$ cat src/rtl/imem_loader_if.sv
// Boot-loader bus: byte-stream input from the host/debug source, the
// instruction-memory write port, and the core control/status outputs.
interface imem_loader_if #(
    parameter int ADDR_W = 10
);
    logic              start;
    logic              in_valid;
    logic [7:0]        in_data;
    logic              in_last;
    logic              in_ready;
    logic              mem_we;
    logic [ADDR_W-1:0] mem_addr;
    logic [7:0]        mem_wdata;
    logic              core_reset;
    logic              done;
    logic              error;
    logic [ADDR_W-1:0] byte_count;

    // Host / byte-source side.
    modport master (
        output start, in_valid, in_data, in_last,
        input  in_ready, mem_we, mem_addr, mem_wdata,
        input  core_reset, done, error, byte_count
    );

    // Loader side.
    modport slave (
        input  start, in_valid, in_data, in_last,
        output in_ready, mem_we, mem_addr, mem_wdata,
        output core_reset, done, error, byte_count
    );
endinterface

$ cat src/rtl/imem_loader.sv
// Instruction-memory boot loader: streams program bytes into memory from
// BASE_ADDR upward while holding the core in reset, then releases the core.
`ifndef IMEM_SIZE
`define IMEM_SIZE 1024
`endif

module imem_loader #(
    parameter int IMEM_SIZE = `IMEM_SIZE,
    parameter int BASE_ADDR = 4,
    parameter int ADDR_W    = 10
) (
    input  logic         clk,
    input  logic         reset,
    imem_loader_if.slave bus
);
    typedef enum logic [1:0] {IDLE, LOAD, RUN, ERROR} state_t;

    localparam logic [ADDR_W-1:0] BASE_C = ADDR_W'(BASE_ADDR);
    // Number of bytes that fit between BASE_ADDR and the top of memory.
    localparam logic [ADDR_W-1:0] CAP_C  = ADDR_W'(IMEM_SIZE - BASE_ADDR);

    state_t            state_q, state_d;
    logic [ADDR_W-1:0] count_q, count_d;
    logic              we_q, we_d;
    logic [ADDR_W-1:0] addr_q, addr_d;
    logic [7:0]        wdata_q, wdata_d;
    logic              in_ready_q, core_reset_q, done_q, error_q;

    // Next state, byte counter and write-port contents for the coming edge.
    always_comb begin
        state_d = state_q;
        count_d = count_q;
        we_d    = 1'b0;
        addr_d  = addr_q;
        wdata_d = wdata_q;
        case (state_q)
            IDLE, RUN, ERROR: begin
                if (bus.start) begin
                    state_d = LOAD;
                    count_d = '0;
                end
            end
            LOAD: begin
                // in_ready is high throughout LOAD, so in_valid alone accepts.
                if (bus.in_valid) begin
                    if (count_q == CAP_C) begin
                        // No room left: swallow the byte without writing.
                        state_d = ERROR;
                    end else begin
                        we_d    = 1'b1;
                        addr_d  = BASE_C + count_q;
                        wdata_d = bus.in_data;
                        count_d = count_q + 1'b1;
                        if (bus.in_last) begin
                            state_d = RUN;
                        end
                    end
                end
            end
            default: state_d = IDLE;
        endcase
    end

    // State, counter, write port and status decodes; the decodes are taken
    // from the next state so they are registered yet change on the same edge
    // as the state itself. Reset also kills any write still being presented.
    always_ff @(posedge clk or posedge reset) begin
        if (reset) begin
            state_q      <= IDLE;
            count_q      <= '0;
            we_q         <= 1'b0;
            addr_q       <= '0;
            wdata_q      <= '0;
            in_ready_q   <= 1'b0;
            core_reset_q <= 1'b1;
            done_q       <= 1'b0;
            error_q      <= 1'b0;
        end else begin
            state_q      <= state_d;
            count_q      <= count_d;
            we_q         <= we_d;
            addr_q       <= addr_d;
            wdata_q      <= wdata_d;
            in_ready_q   <= (state_d == LOAD);
            core_reset_q <= (state_d != RUN);
            done_q       <= (state_d == RUN);
            error_q      <= (state_d == ERROR);
        end
    end

    assign bus.in_ready   = in_ready_q;
    assign bus.mem_we     = we_q;
    assign bus.mem_addr   = addr_q;
    assign bus.mem_wdata  = wdata_q;
    assign bus.core_reset = core_reset_q;
    assign bus.done       = done_q;
    assign bus.error      = error_q;
    assign bus.byte_count = count_q;
endmodule
$ cat src/flat_wrapper.sv
// flat-port wrapper written by rule: the top's interface ports become plain ports
module imem_loader_flat 
#(
    parameter int IMEM_SIZE = `IMEM_SIZE,
    parameter int BASE_ADDR = 4,
    parameter int ADDR_W    = 10
)
  (clk, reset, bus_start, bus_in_valid, bus_in_data, bus_in_last, bus_in_ready, bus_mem_we, bus_mem_addr, bus_mem_wdata, bus_core_reset, bus_done, bus_error, bus_byte_count);
  imem_loader_if #(.ADDR_W(ADDR_W)) bus_i ();
  input  logic clk;
  input  logic reset;
  input wire logic [$bits(bus_i.start)-1:0] bus_start;
  input wire logic [$bits(bus_i.in_valid)-1:0] bus_in_valid;
  input wire logic [$bits(bus_i.in_data)-1:0] bus_in_data;
  input wire logic [$bits(bus_i.in_last)-1:0] bus_in_last;
  output wire logic [$bits(bus_i.in_ready)-1:0] bus_in_ready;
  output wire logic [$bits(bus_i.mem_we)-1:0] bus_mem_we;
  output wire logic [$bits(bus_i.mem_addr)-1:0] bus_mem_addr;
  output wire logic [$bits(bus_i.mem_wdata)-1:0] bus_mem_wdata;
  output wire logic [$bits(bus_i.core_reset)-1:0] bus_core_reset;
  output wire logic [$bits(bus_i.done)-1:0] bus_done;
  output wire logic [$bits(bus_i.error)-1:0] bus_error;
  output wire logic [$bits(bus_i.byte_count)-1:0] bus_byte_count;
  assign bus_i.start = bus_start;
  assign bus_i.in_valid = bus_in_valid;
  assign bus_i.in_data = bus_in_data;
  assign bus_i.in_last = bus_in_last;
  assign bus_in_ready = bus_i.in_ready;
  assign bus_mem_we = bus_i.mem_we;
  assign bus_mem_addr = bus_i.mem_addr;
  assign bus_mem_wdata = bus_i.mem_wdata;
  assign bus_core_reset = bus_i.core_reset;
  assign bus_done = bus_i.done;
  assign bus_error = bus_i.error;
  assign bus_byte_count = bus_i.byte_count;
  imem_loader #(.IMEM_SIZE(IMEM_SIZE), .BASE_ADDR(BASE_ADDR), .ADDR_W(ADDR_W)) u_core (.clk(clk), .reset(reset), .bus(bus_i));
endmodule
$ cat config.mk
export PLATFORM = sky130hd
export DESIGN_NAME = imem_loader_flat
export DESIGN_NICKNAME = d
export VERILOG_FILES = /design/src/rtl/imem_loader_if.sv /design/src/rtl/imem_loader.sv /design/src/flat_wrapper.sv
export SDC_FILE = /design/constraint.sdc
export NUM_CORES = 1
export LEC_CHECK = 0
export ABC_AREA = 1
export CAP_MARGIN = 20
export CELL_PAD_IN_SITES_DETAIL_PLACEMENT = 0
export CELL_PAD_IN_SITES_GLOBAL_PLACEMENT = 1
export CORE_MARGIN = 4
export CORE_UTILIZATION = 28
export CTS_CLUSTER_SIZE = 28
export DETAILED_ROUTE_END_ITERATION = 12
export HOLD_SLACK_MARGIN = 0.12
export MAX_ROUTING_LAYER = met4
export PLACE_DENSITY_LB_ADDON = 0.1
export SYNTH_ARGS = -nofsm -noshare
export SYNTH_HDL_FRONTEND = slang
export SYNTH_SLANG_ARGS = --single-unit
$ cat constraint.sdc
create_clock -name clk -period 1.7 [get_ports clk]
set_clock_uncertainty 0.15 [all_clocks]
set_input_delay 0.51 -clock clk [delete_from_list [all_inputs] [get_ports clk]]
set_output_delay 0.51 -clock clk [all_outputs]
set_load 0.005 [all_outputs]
# --- Word level (Yosys, flattened, before mapping) ---
# Cells that the tools add are included.
word_totals:
  regBits: 35
  in_bits: 13
  output_inout_bits: 33
  word_cells: 39
op_classes:
  addsub: 2
  eq_ne: 11
  muxes: 12
  bitwise_logic: 1
  reduce_logical: 4
ops:
  columns: ["cell", "n"]
  rows:
  - ["$mux 10", 3]
  - ["$pmux 10 s2", 1]
  - ["$add 10x1->10 const B", 1]
  - ["$add 3x10->10 const A", 1]
  - ["$eq 10x10->1 const B", 1]
  - ["$eq 2x2->1 const B", 4]
  - ["$mux 2", 4]
  - ["$ne 2x2->1 const B", 4]
  - ["$reduce_and 3->1", 2]
  - ["$eq 2x1->1 const B", 2]
  - ["$pmux 2 s2", 1]
  - ["$mux 1", 3]
  - ["$reduce_or 3->1", 1]
  - ["$logic_not 2->1", 1]
  - ["$not 1->1", 1]

# --- Longest topological paths before layout ---
# Gate-level depths: netlist of the first run.
depth:
  ltp_word: 5
  depth_mapped: 10
  ltp_nobuf: 9

# --- Worst setup path after synthesis of the first run ---
# No wires, ideal clock.
synth_timing:
  kind: "register to register"
  from: "reg u_core.count_q[2], in the netlist u_core.bus.byte_count[2]"
  to: "reg u_core.addr_q[3], in the netlist u_core.bus.mem_addr[3]"
  setup_time_ns: 0.116
  t_arrival_ns: 1.338
  required_ns: 1.434
  setup_slack_ns: 0.096
  stages_incl_launch_ff: 10
  path_buffers: 1
  synth_period_minus_slack_ns: 1.604
  path_cell_list: "dfrtp_1 ha_1 nand2_2 nor2_8 nand2_4 nand2_8 inv_4 buf_6 nand2_2 nand2_1"
synth_between:
  elab_chain_len: 3
  word_cells_on_any_way: 4
  classes_between: "add/sub: 1; eq/ne: 1; bitwise: 1; reduce/logical: 1"
synth_lines:
  columns: ["element", "line_no", "source"]
  rows:
  - ["start: declaration", "imem_loader.sv:23", "logic [ADDR_W-1:0] count_q, count_d;"]
  - ["start signal: assignment", "imem_loader.sv:80", "count_q <= count_d;"]
  - ["parallel branches: the longest is 3 deep, another holds $add 3x10->10", null, null]
  - ["end signal: assignment", "imem_loader.sv:82", "addr_q <= addr_d;"]
  - ["end: declaration", "imem_loader.sv:25", "logic [ADDR_W-1:0] addr_q, addr_d;"]
# Several ways; the timed one is not identified.
# A chain may end at the register's enable or synchronous reset.

# --- Final worst setup path of the first run ---
layout_timing:
  from: "reg u_core.count_q[0], in the netlist u_core.bus.byte_count[0]"
  to: "reg u_core.addr_q[7], in the netlist u_core.bus.mem_addr[7]"
# Same word-level chain as after synthesis.

==> impl_metrics.json, run 1 <==
{
  "routed_wire_length_um": 4350,
  "reg2reg_slack_ns": 0.05,
  "chipHeight_um": 87.2,
  "clock_latency_ns": 0.29,
  "syn_avg_cell_area_sq_um": 8.53,
  "globalRoute.totalOverflow": 0,
  "path_max_fanout": 8,
  "vias": 1520,
  "final_min_period_over_clock_period": 0.972,
  "synthesis.instances": 206,
  "power.density_nw_per_um2": 998,
  "cts.sink_count": 35,
  "timing.final.hold_violations": 0,
  "fmax_ghz": 0.605,
  "place_hpwl_um": 3090,
  "num-fill-cells": 629,
  "grt_first_pass_wirelength_um": 6930,
  "rr_worst_depth": 9,
  "cts_tree": "built",
  "cp-end-kind": "flip-flop",
  "avgViaCountPerCell": 4.22,
  "hold-path-cell-count": 2,
  "area_delta_synth_final_pct": 51.0,
  "floorplan.die.width_um": 87.2,
  "timing.rr.end": "u_core.bus.mem_addr[7]$_DFFE_PP0P_",
  "timing.final.max_slew_violations": 0,
  "grt_max_degree": 36,
  "rr_startpoint": "u_core.bus.byte_count[0]$_DFFE_PP0P_",
  "dp_worst_setup_slack_ns": -0.193,
  "cp_top_family": "simple AND/OR/NAND/NOR gates",
  "hold_path.class": "reg2reg",
  "arrival_ns": 1.67,
  "slew-limit-headroom": 0.807,
  "overall_fraction_of_global_route_tracks_in_use": 0.123,
  "setup-violations-final": 0,
  "p_sw_frac": 0.319,
  "detailedRoute.firstPassIterationCount": 4,
  "critical_path_required_ns": 1.72,
  "floorplan.initialDensity": 0.293,
  "area_of_the_multi_input_gates_sq_um": 795,
  "ys_seq_elements": 35,
  "register_area_sq_um": 877,
  "final_cell_count_no_fill": 360,
  "power_internal_w": 0.00180,
  "drv.max_cap_violation_count": 0,
  "design_area_sq_um": 2650,
  "drc": 0,
  "min_period_ns": 1.65,
  "netlist_area_sq_um": 1760,
  "via_count_of_the_first_global_routing_pass": 1489,
  "place_inst": 337,
  "cts.path.max_buffers": 2,
  "vdd_drop_max_uv": 420,
  "timing.critical_path.from_type": "flip-flop",
  "dieArea_sq_um": 7610,
  "h-tree-depth": 2,
  "yosys.cell_types.count": 25,
  "core_box_area_sq_um": 5990,
  "tritoncts.num_buffers": 5,
  "drtAntennaViolNets": 0,
  "worst_hold_startpoint": "u_core.bus.mem_addr[9]$_DFFE_PP0P_",
  "avgRoutedWirePerCell_um": 12.1,
  "gp_congestion": 0.733,
  "tns_ns": 0,
  "finish.net_count": 300,
  "yosysSeqAreaShare": 0.499,
  "num_rows": 28,
  "crit_path_cell_trace": "buf_4 > inv_4 > ha_4 > nand2_2 > nor2_4 > nand2_4 > nand2_8 > clkbuf_16 > o21ai_0",
  "number_of_antenna_violations_at_the_first_check_in_global_routing": 0,
  "antenna_cells": 0,
  "cp.buffers_inverters": 3,
  "detail_route.iter0.violations": 39,
  "pwr-share-comb": 0.374,
  "ios": 46,
  "synth.net_count": 222,
  "worst_path_largest_cell_delay_ns": 0.38,
  "clock_power_share": 0.230,
  "worst_hold_path.endpoint": "u_core.bus.mem_addr[9]$_DFFE_PP0P_",
  "synth-warning-count": 0,
  "result_of_the_run": "finished clean",
  "switching_pwr_w": 0.000844,
  "timing_worst_slew_pin_value_ns": 0.286,
  "final_critical_path_setup_slack_ns": 0.0468,
  "numPortBuffers": 45,
  "clk_pin_slew_ns": 0.08,
  "clock-root-buffer": "sky130_fd_sc_hd__clkbuf_8",
  "p_leak_nw": 1.41,
  "p_seq_frac": 0.396,
  "timing_worst_setup_path_type": "reg2reg",
  "placedInstanceArea_sq_um": 2400,
  "timing.critical_path.slowest_stage_cell": "sky130_fd_sc_hd__dfrtp_1",
  "post_route_cells_drive_above_1_share": 0.239
}
[cell type report]
type | count | share of cell area
Multi-Input combinational cell | 145 | 0.299
Clock buffer | 6 | 0.0273
Clock inverter | 2 | 0.00471
Sequential cell | 35 | 0.331
Timing Repair Buffer | 77 | 0.270
Tap cell | 75 | 0.0354
Inverter | 20 | 0.0330
[how the worst max path moves through the flow]
stage / cells past startpoint / endpoint / start
final: 9 / u_core.bus.mem_addr[7]$_DFFE_PP0P_ / u_core.bus.byte_count[0]$_DFFE_PP0P_
after global routing: 10 / u_core.bus.mem_wdata[7]$_DFFE_PP0P_ / u_core.bus.byte_count[0]$_DFFE_PP0P_
after CTS: 10 / u_core.bus.byte_count[5]$_DFFE_PP0P_ / u_core.bus.byte_count[0]$_DFFE_PP0P_
after detailed placement: 7 / u_core.bus.byte_count[8]$_DFFE_PP0P_ / bus_in_valid
after global placement: 7 / u_core.bus.mem_addr[9]$_DFFE_PP0P_ / bus_in_valid
after floorplan: 9 / u_core.bus.mem_addr[3]$_DFFE_PP0P_ / u_core.bus.byte_count[2]$_DFFE_PP0P_
[layer usage]
metal	global-route usage	wire length, um
met5	-	0
met1	0.166	2140
met4	0.0293	31
met2	0.179	1900
met3	0.0397	277
[cell usage in the layout (no fill, tap or decap), types with 3 or more instances in the layout]
cell type                         synthesis  routed
sky130_fd_sc_hd__o21ai_0                  6       6
sky130_fd_sc_hd__nand2_1                 69      68
sky130_fd_sc_hd__xor2_1                   3       3
sky130_fd_sc_hd__clkdlybuf4s50_1          0      12
sky130_fd_sc_hd__inv_1                   19      17
sky130_fd_sc_hd__nor2_1                  14      13
sky130_fd_sc_hd__o21ai_1                 10      10
sky130_fd_sc_hd__dlygate4sd2_1            0      30
sky130_fd_sc_hd__dfrtp_1                 34      34
sky130_fd_sc_hd__buf_4                    1      28
sky130_fd_sc_hd__nand3_1                 17      17
sky130_fd_sc_hd__clkbuf_8                 0       5
sky130_fd_sc_hd__nand2_2                 11      11
[per-stage QoR]
step	power (W)	hold WS, ns	utilization
2_1_floorplan	0.00143	0.322	-
3_3_place_gp	0.00188	0.313	0.400
3_5_place_dp	0.00189	0.320	0.400
4_1_cts	0.00255	0.334	0.422
5_1_grt	0.00284	0.356	0.443
6_report	0.00265	0.326	0.443
[repair_timing]
action / 4_1_cts / 5_1_grt
gates resized for setup: 35 / 19
pin swaps: 1 / 3
gates cloned: 0 / 2
setup endpoints to repair: 33 / 31
hold buffers: 0 / 0
setup buffers: 11 / 2
[cells in the mapped netlist]
library cell / n / area (sq um)
sky130_fd_sc_hd__nor3b_1: 1 / 7.51
sky130_fd_sc_hd__nor2_1: 14 / 52.6
sky130_fd_sc_hd__dfstp_2: 1 / 26.3
sky130_fd_sc_hd__inv_1: 19 / 71.3
sky130_fd_sc_hd__nand2_1: 69 / 259
sky130_fd_sc_hd__nand3_4: 1 / 17.5
sky130_fd_sc_hd__dfrtp_1: 34 / 851
sky130_fd_sc_hd__nor2_2: 1 / 6.26
sky130_fd_sc_hd__nor2_8: 1 / 20.0
sky130_fd_sc_hd__buf_4: 1 / 7.51
sky130_fd_sc_hd__nor2_4: 1 / 11.3
sky130_fd_sc_hd__inv_4: 1 / 6.26
sky130_fd_sc_hd__o21bai_1: 1 / 7.51
sky130_fd_sc_hd__nand3_1: 17 / 85.1
sky130_fd_sc_hd__xor2_1: 3 / 26.3
sky130_fd_sc_hd__nand2_8: 1 / 20.0
sky130_fd_sc_hd__buf_2: 1 / 5.00
sky130_fd_sc_hd__nand2_4: 2 / 22.5
sky130_fd_sc_hd__o21ai_0: 6 / 30.0
sky130_fd_sc_hd__nand2_2: 11 / 68.8
sky130_fd_sc_hd__ha_1: 3 / 37.5
sky130_fd_sc_hd__o21ai_1: 10 / 50.1
sky130_fd_sc_hd__xnor2_1: 2 / 17.5
sky130_fd_sc_hd__buf_6: 4 / 45.0
sky130_fd_sc_hd__or2_2: 1 / 6.26
[flip-flops by register name (all words and copies together) (netlist names)]
signal	flops
u_core.bus.byte_count	10
u_core.bus.core_reset	1
u_core.bus.done	1
u_core.bus.error	1
u_core.bus.in_ready	1
u_core.bus.mem_addr	10
u_core.bus.mem_wdata	8
u_core.bus.mem_we	1
u_core.state_q	2
[tightest hold or removal path: cells and delay by family, from the launching register on]
family           cells  cell delay (ns)
and+or+nand+nor      2             0.10
DFF                  1             0.34
[cell families (layout without fill, tap and decap cells)]
logic type	Yosys count	after routing	synth area share
AND/OR/NAND/NOR	120	120	0.328
flip-flops	35	35	0.499
buffers and inverters	26	105	0.0769
AO/OA/AOI/OAI	17	17	0.0498
XOR/XNOR	5	5	0.0249
adder cells (fa/ha/maj)	3	3	0.0214
[power groups by stage]
| stage | clock [W] | combinational, W | sequential [W] |
|---|---|---|---|
| 2_1_floorplan | 0 | 0.000333 | 0.00110 |
| 3_3_place_gp | 0 | 0.000795 | 0.00109 |
| 3_5_place_dp | 0 | 0.000795 | 0.00109 |
| 4_1_cts | 0.000628 | 0.000869 | 0.00105 |
| 5_1_grt | 0.000673 | 0.00110 | 0.00107 |
| 6_report | 0.000609 | 0.000991 | 0.00105 |
Power figures use the tool's default switching activity.
==> run 2, diff against run 1 <==
- CAP_MARGIN: 20 -> default
==> results of run 2 <==
No change in the layout: final DEF, timing and power equal those of run 1.
==> variant 1: new RTL, config.mk and constraints of run 1 <==
Take the reset off `addr_q` and load it in a clocked block of its own.
--- a/src/rtl/imem_loader.sv
+++ b/src/rtl/imem_loader.sv
@@ -69,7 +69,6 @@
             state_q      <= IDLE;
             count_q      <= '0;
             we_q         <= 1'b0;
-            addr_q       <= '0;
             wdata_q      <= '0;
             in_ready_q   <= 1'b0;
             core_reset_q <= 1'b1;
@@ -79,13 +78,16 @@
             state_q      <= state_d;
             count_q      <= count_d;
             we_q         <= we_d;
-            addr_q       <= addr_d;
             wdata_q      <= wdata_d;
             in_ready_q   <= (state_d == LOAD);
             core_reset_q <= (state_d != RUN);
             done_q       <= (state_d == RUN);
             error_q      <= (state_d == ERROR);
         end
+    end
+
+    always_ff @(posedge clk) begin
+        addr_q <= addr_d;
     end
 
     assign bus.in_ready   = in_ready_q;
Check against the original RTL: differs if reset is asserted again (counterexample within 4 cycles, from zero or initial values and one cycle with reset high); with reset held inactive, the same outputs for 10 cycles.
==> variant 1 against run 1 <==
- synthesized area fell by 1.9%
- count of clock-buffer cells in the layout rose by 1
- wire length fell by 8.6%
- sequential cell count did not move
- largest power group unchanged
- worst hold slack improved by 0.012 ns
- cell area fell by 2.7%
- utilization fell by 0.96 points
- setup slack improved by 0.024 ns
- total power fell by 0.78%
- critical path type unchanged
==> variant 1: results (changes against run 1) <==
----------------------------------------------------
[Clocking]
  Number of gates resized after CTS ... 44 (+26%)

[Critical path]
  Source of the critical timing path ... u_core.bus.byte_count[1]$_DFFE_PP0P_
  Cell depth of the worst flop-to-flop path ... 11 (+2)
  Capturing point of the worst reg2reg path ... u_core.bus.mem_wdata[1]$_DFFE_PP0P_

[Power and ir drop]
  Lkg Pwr ... 1.30 nW (-8.2%)
  Total internal power ... 1.85 mW (+2.4%)
  Combinational Power ... 886 uW (-11%)

[Detailed routing]
  Detail Route met2 WL ... 1.99 mm (+5.1%)
  Detailed-route wire length ... 3.97 mm (-8.6%)
  DR vias ... 1372 (-9.7%)
  First-iteration detailed-routing DRC count ... 18 (-54%)

[Status]
  Status ... complete, no violations

[Placement]
  HPWL Detailed ... 2.90 mm (-6.0%)
  RePlAce Congestion ... 0.852 (+16%)

[Finish]
  Number of combinational gates with multiple inputs ... 117 (-19%)
  Combined area of the multi-input logic cells ... 706 sq um (-11%)
  Clock network share of area ... 4.02% (+0.82 points)
  Number of nets in the layout ... 268 (-11%)
  Final-layout non-clock buffer area share ... 25.6% (-1.3 points)
  Sequential Area ... 927 sq um (+5.7%)
  Clock Buffer Count ... 7 (+1)

[Global routing]
  Met2 GRT Util ... 20.2% (+2.3 points)
  Largest net degree at the start of global routing ... 26 (-28%)
  Global-route wire length before repair ... 6.64 mm (-4.3%)

[STA]
  Smallest hold slack ... 0.338 ns (+0.0118 ns)

[Synthesis]
  Area share of xor/xnor cells in the synthesized design ... 5.08% (+2.6 points)
  Sequential cell area fraction in the yosys report ... 53.8% (+3.9 points)
  Syn nets ... 191 (-14%)
  Unique masters post-synth ... 22 (-12%)
  Ys async rst share ... 71.4% (-29 points)

----------------------------------------------------
variant 1: cell types whose count changed in the layout (fill, tap and decap cells not counted), moves of 3 or more:
cell,delta
sky130_fd_sc_hd__nand2_1,-26
sky130_fd_sc_hd__dfrtp_1,-10
sky130_fd_sc_hd__edfxtp_1,+10
sky130_fd_sc_hd__nand2_2,+9
sky130_fd_sc_hd__o21ai_1,-7
sky130_fd_sc_hd__o21ai_0,-6
sky130_fd_sc_hd__xor2_1,+6
sky130_fd_sc_hd__o21ai_2,+5
sky130_fd_sc_hd__nand3_1,-4
sky130_fd_sc_hd__nand3_2,+3
sky130_fd_sc_hd__nor2_1,-3
variant 1: through the flow:
step	instances	TNS, ns	instance area (sq um)
2_1_floorplan	175	0	1720
4_1_cts	326	0	2550
5_1_grt	328	-0.00916	2580
3_5_place_dp	308	-5.76	2390
6_report	328	0	2580
3_3_place_gp	308	-5.18	2390
==> variant 2: new RTL, settings of run 1 <==
Made on the original files. `ADDR_W` is set to 10 in 3 places; all go to 11.
--- a/src/rtl/imem_loader_if.sv
+++ b/src/rtl/imem_loader_if.sv
@@ -1,7 +1,7 @@
 // Boot-loader bus: byte-stream input from the host/debug source, the
 // instruction-memory write port, and the core control/status outputs.
 interface imem_loader_if #(
-    parameter int ADDR_W = 10
+    parameter int ADDR_W = 11
 );
     logic              start;
     logic              in_valid;
--- a/src/rtl/imem_loader.sv
+++ b/src/rtl/imem_loader.sv
@@ -7,7 +7,7 @@
 module imem_loader #(
     parameter int IMEM_SIZE = `IMEM_SIZE,
     parameter int BASE_ADDR = 4,
-    parameter int ADDR_W    = 10
+    parameter int ADDR_W    = 11
 ) (
     input  logic         clk,
     input  logic         reset,
--- a/src/flat_wrapper.sv
+++ b/src/flat_wrapper.sv
@@ -3,7 +3,7 @@
 #(
     parameter int IMEM_SIZE = `IMEM_SIZE,
     parameter int BASE_ADDR = 4,
-    parameter int ADDR_W    = 10
+    parameter int ADDR_W    = 11
 )
   (clk, reset, bus_start, bus_in_valid, bus_in_data, bus_in_last, bus_in_ready, bus_mem_we, bus_mem_addr, bus_mem_wdata, bus_core_reset, bus_done, bus_error, bus_byte_count);
   imem_loader_if #(.ADDR_W(ADDR_W)) bus_i ();
Interface: changed (resized bus_byte_count and bus_mem_addr); port bits go from 46 to 48. The function was not compared with the original's and may differ.
==> variant 2 against run 1 <==
- cell area up 10%
- clock power down 2%
- total power up 5.9%
- sequential cell count up 2
- synthesized area up 3.3%
- wire length up 16%
- cell count up 7.5%
- setup slack worse by 0.014 ns
- synthesized cell count up 3.4%
- critical path depth up 2
- critical endpoint is now u_core.bus.mem_addr[5]$_DFFE_PP0P_
- highest routed layer unchanged
==> variant 2: results (changes against run 1) <==
----------------------------------------------------
[Finish]
  Sequential Area ... 928 sq um (+5.8%)
  Number of nets in the layout ... 325 (+8.3%)
  Clock network share of area ... 2.82% (-0.39 points)
  Combined area of the multi-input logic cells ... 858 sq um (+8.0%)

[Global routing]
  Global-route wire length before repair ... 7.97 mm (+15%)
  Met1 layer usage reported by global route ... 17.8% (+1.2 points)
  Vias in the first global route ... 1642 (+10%)
  Met2 GRT Util ... 22.0% (+4.1 points)

[Detailed routing]
  Average vias per placed instance ... 4.32 (+2.3%)
  Routed length on met3 ... 140 um (-49%)
  DR vias ... 1672 (+10%)
  First-iteration detailed-routing DRC count ... 59 (+51%)
  Post-route met1 wirelength ... 2.34 mm (+9.3%)

[Placement]
  Worst-case setup slack after placement ... -0.231 ns (-0.0378 ns)
  Total placed cells including tap cells ... 355 (+5.3%)
  HPWL Detailed ... 3.36 mm (+8.8%)
  RePlAce Congestion ... 0.764 (+4.2%)

[Synthesis]
  Unique masters post-synth ... 27 (+8.0%)
  Synth Area in Compound Gates ... 5.51% (+0.53 points)
  Syn nets ... 229 (+3.2%)
  Top area cells in the synthesized netlist ... sky130_fd_sc_hd__dfrtp_1 50%, sky130_fd_sc_hd__nand2_1 16%, sky130_fd_sc_hd__xor2_1 4.3%, sky130_fd_sc_hd__nand3_1 3.3%, sky130_fd_sc_hd__o21ai_0 3.3%
  Synthesized area per cell ... 8.53 sq um (about the same)

[Power and ir drop]
  Combinational Power ... 1.09 mW (+10%)
  Worst-case vdd ir drop ... 504 uV (+20%)
  Lkg Pwr ... 1.54 nW (+9.1%)
  Overall Power ... 2.80 mW (+5.9%)

[Critical path]
  Maximum fanout encountered on the critical timing path ... 5 (-3)
  End of the critical path ... u_core.bus.mem_addr[5]$_DFFE_PP0P_

[STA]
  Smallest hold slack ... 0.282 ns (-0.0438 ns)

[Status]
  Status ... complete, no violations

----------------------------------------------------
variant 2: cell types whose count changed after synthesis, moves of 2 or more:
| cell | before | now |
|---|---|---|
| sky130_fd_sc_hd__o21ai_2 | 0 | 2 |
| sky130_fd_sc_hd__nand4_1 | 0 | 3 |
| sky130_fd_sc_hd__nand2_1 | 69 | 78 |
| sky130_fd_sc_hd__inv_1 | 19 | 15 |
| sky130_fd_sc_hd__o21ai_0 | 6 | 12 |
| sky130_fd_sc_hd__xor2_1 | 3 | 9 |
| sky130_fd_sc_hd__nand3_1 | 17 | 12 |
| sky130_fd_sc_hd__nand2_2 | 11 | 3 |
| sky130_fd_sc_hd__o21ai_1 | 10 | 2 |
| sky130_fd_sc_hd__dfrtp_1 | 34 | 36 |
| sky130_fd_sc_hd__nor2_1 | 14 | 16 |
variant 2: what timing repair did:
action,in CTS,in global routing
hold buffers,0,0
pin swaps,5,7
setup endpoints to repair,56,38
setup buffers,22,3
gates cloned,1,1
gates resized for setup,54,32
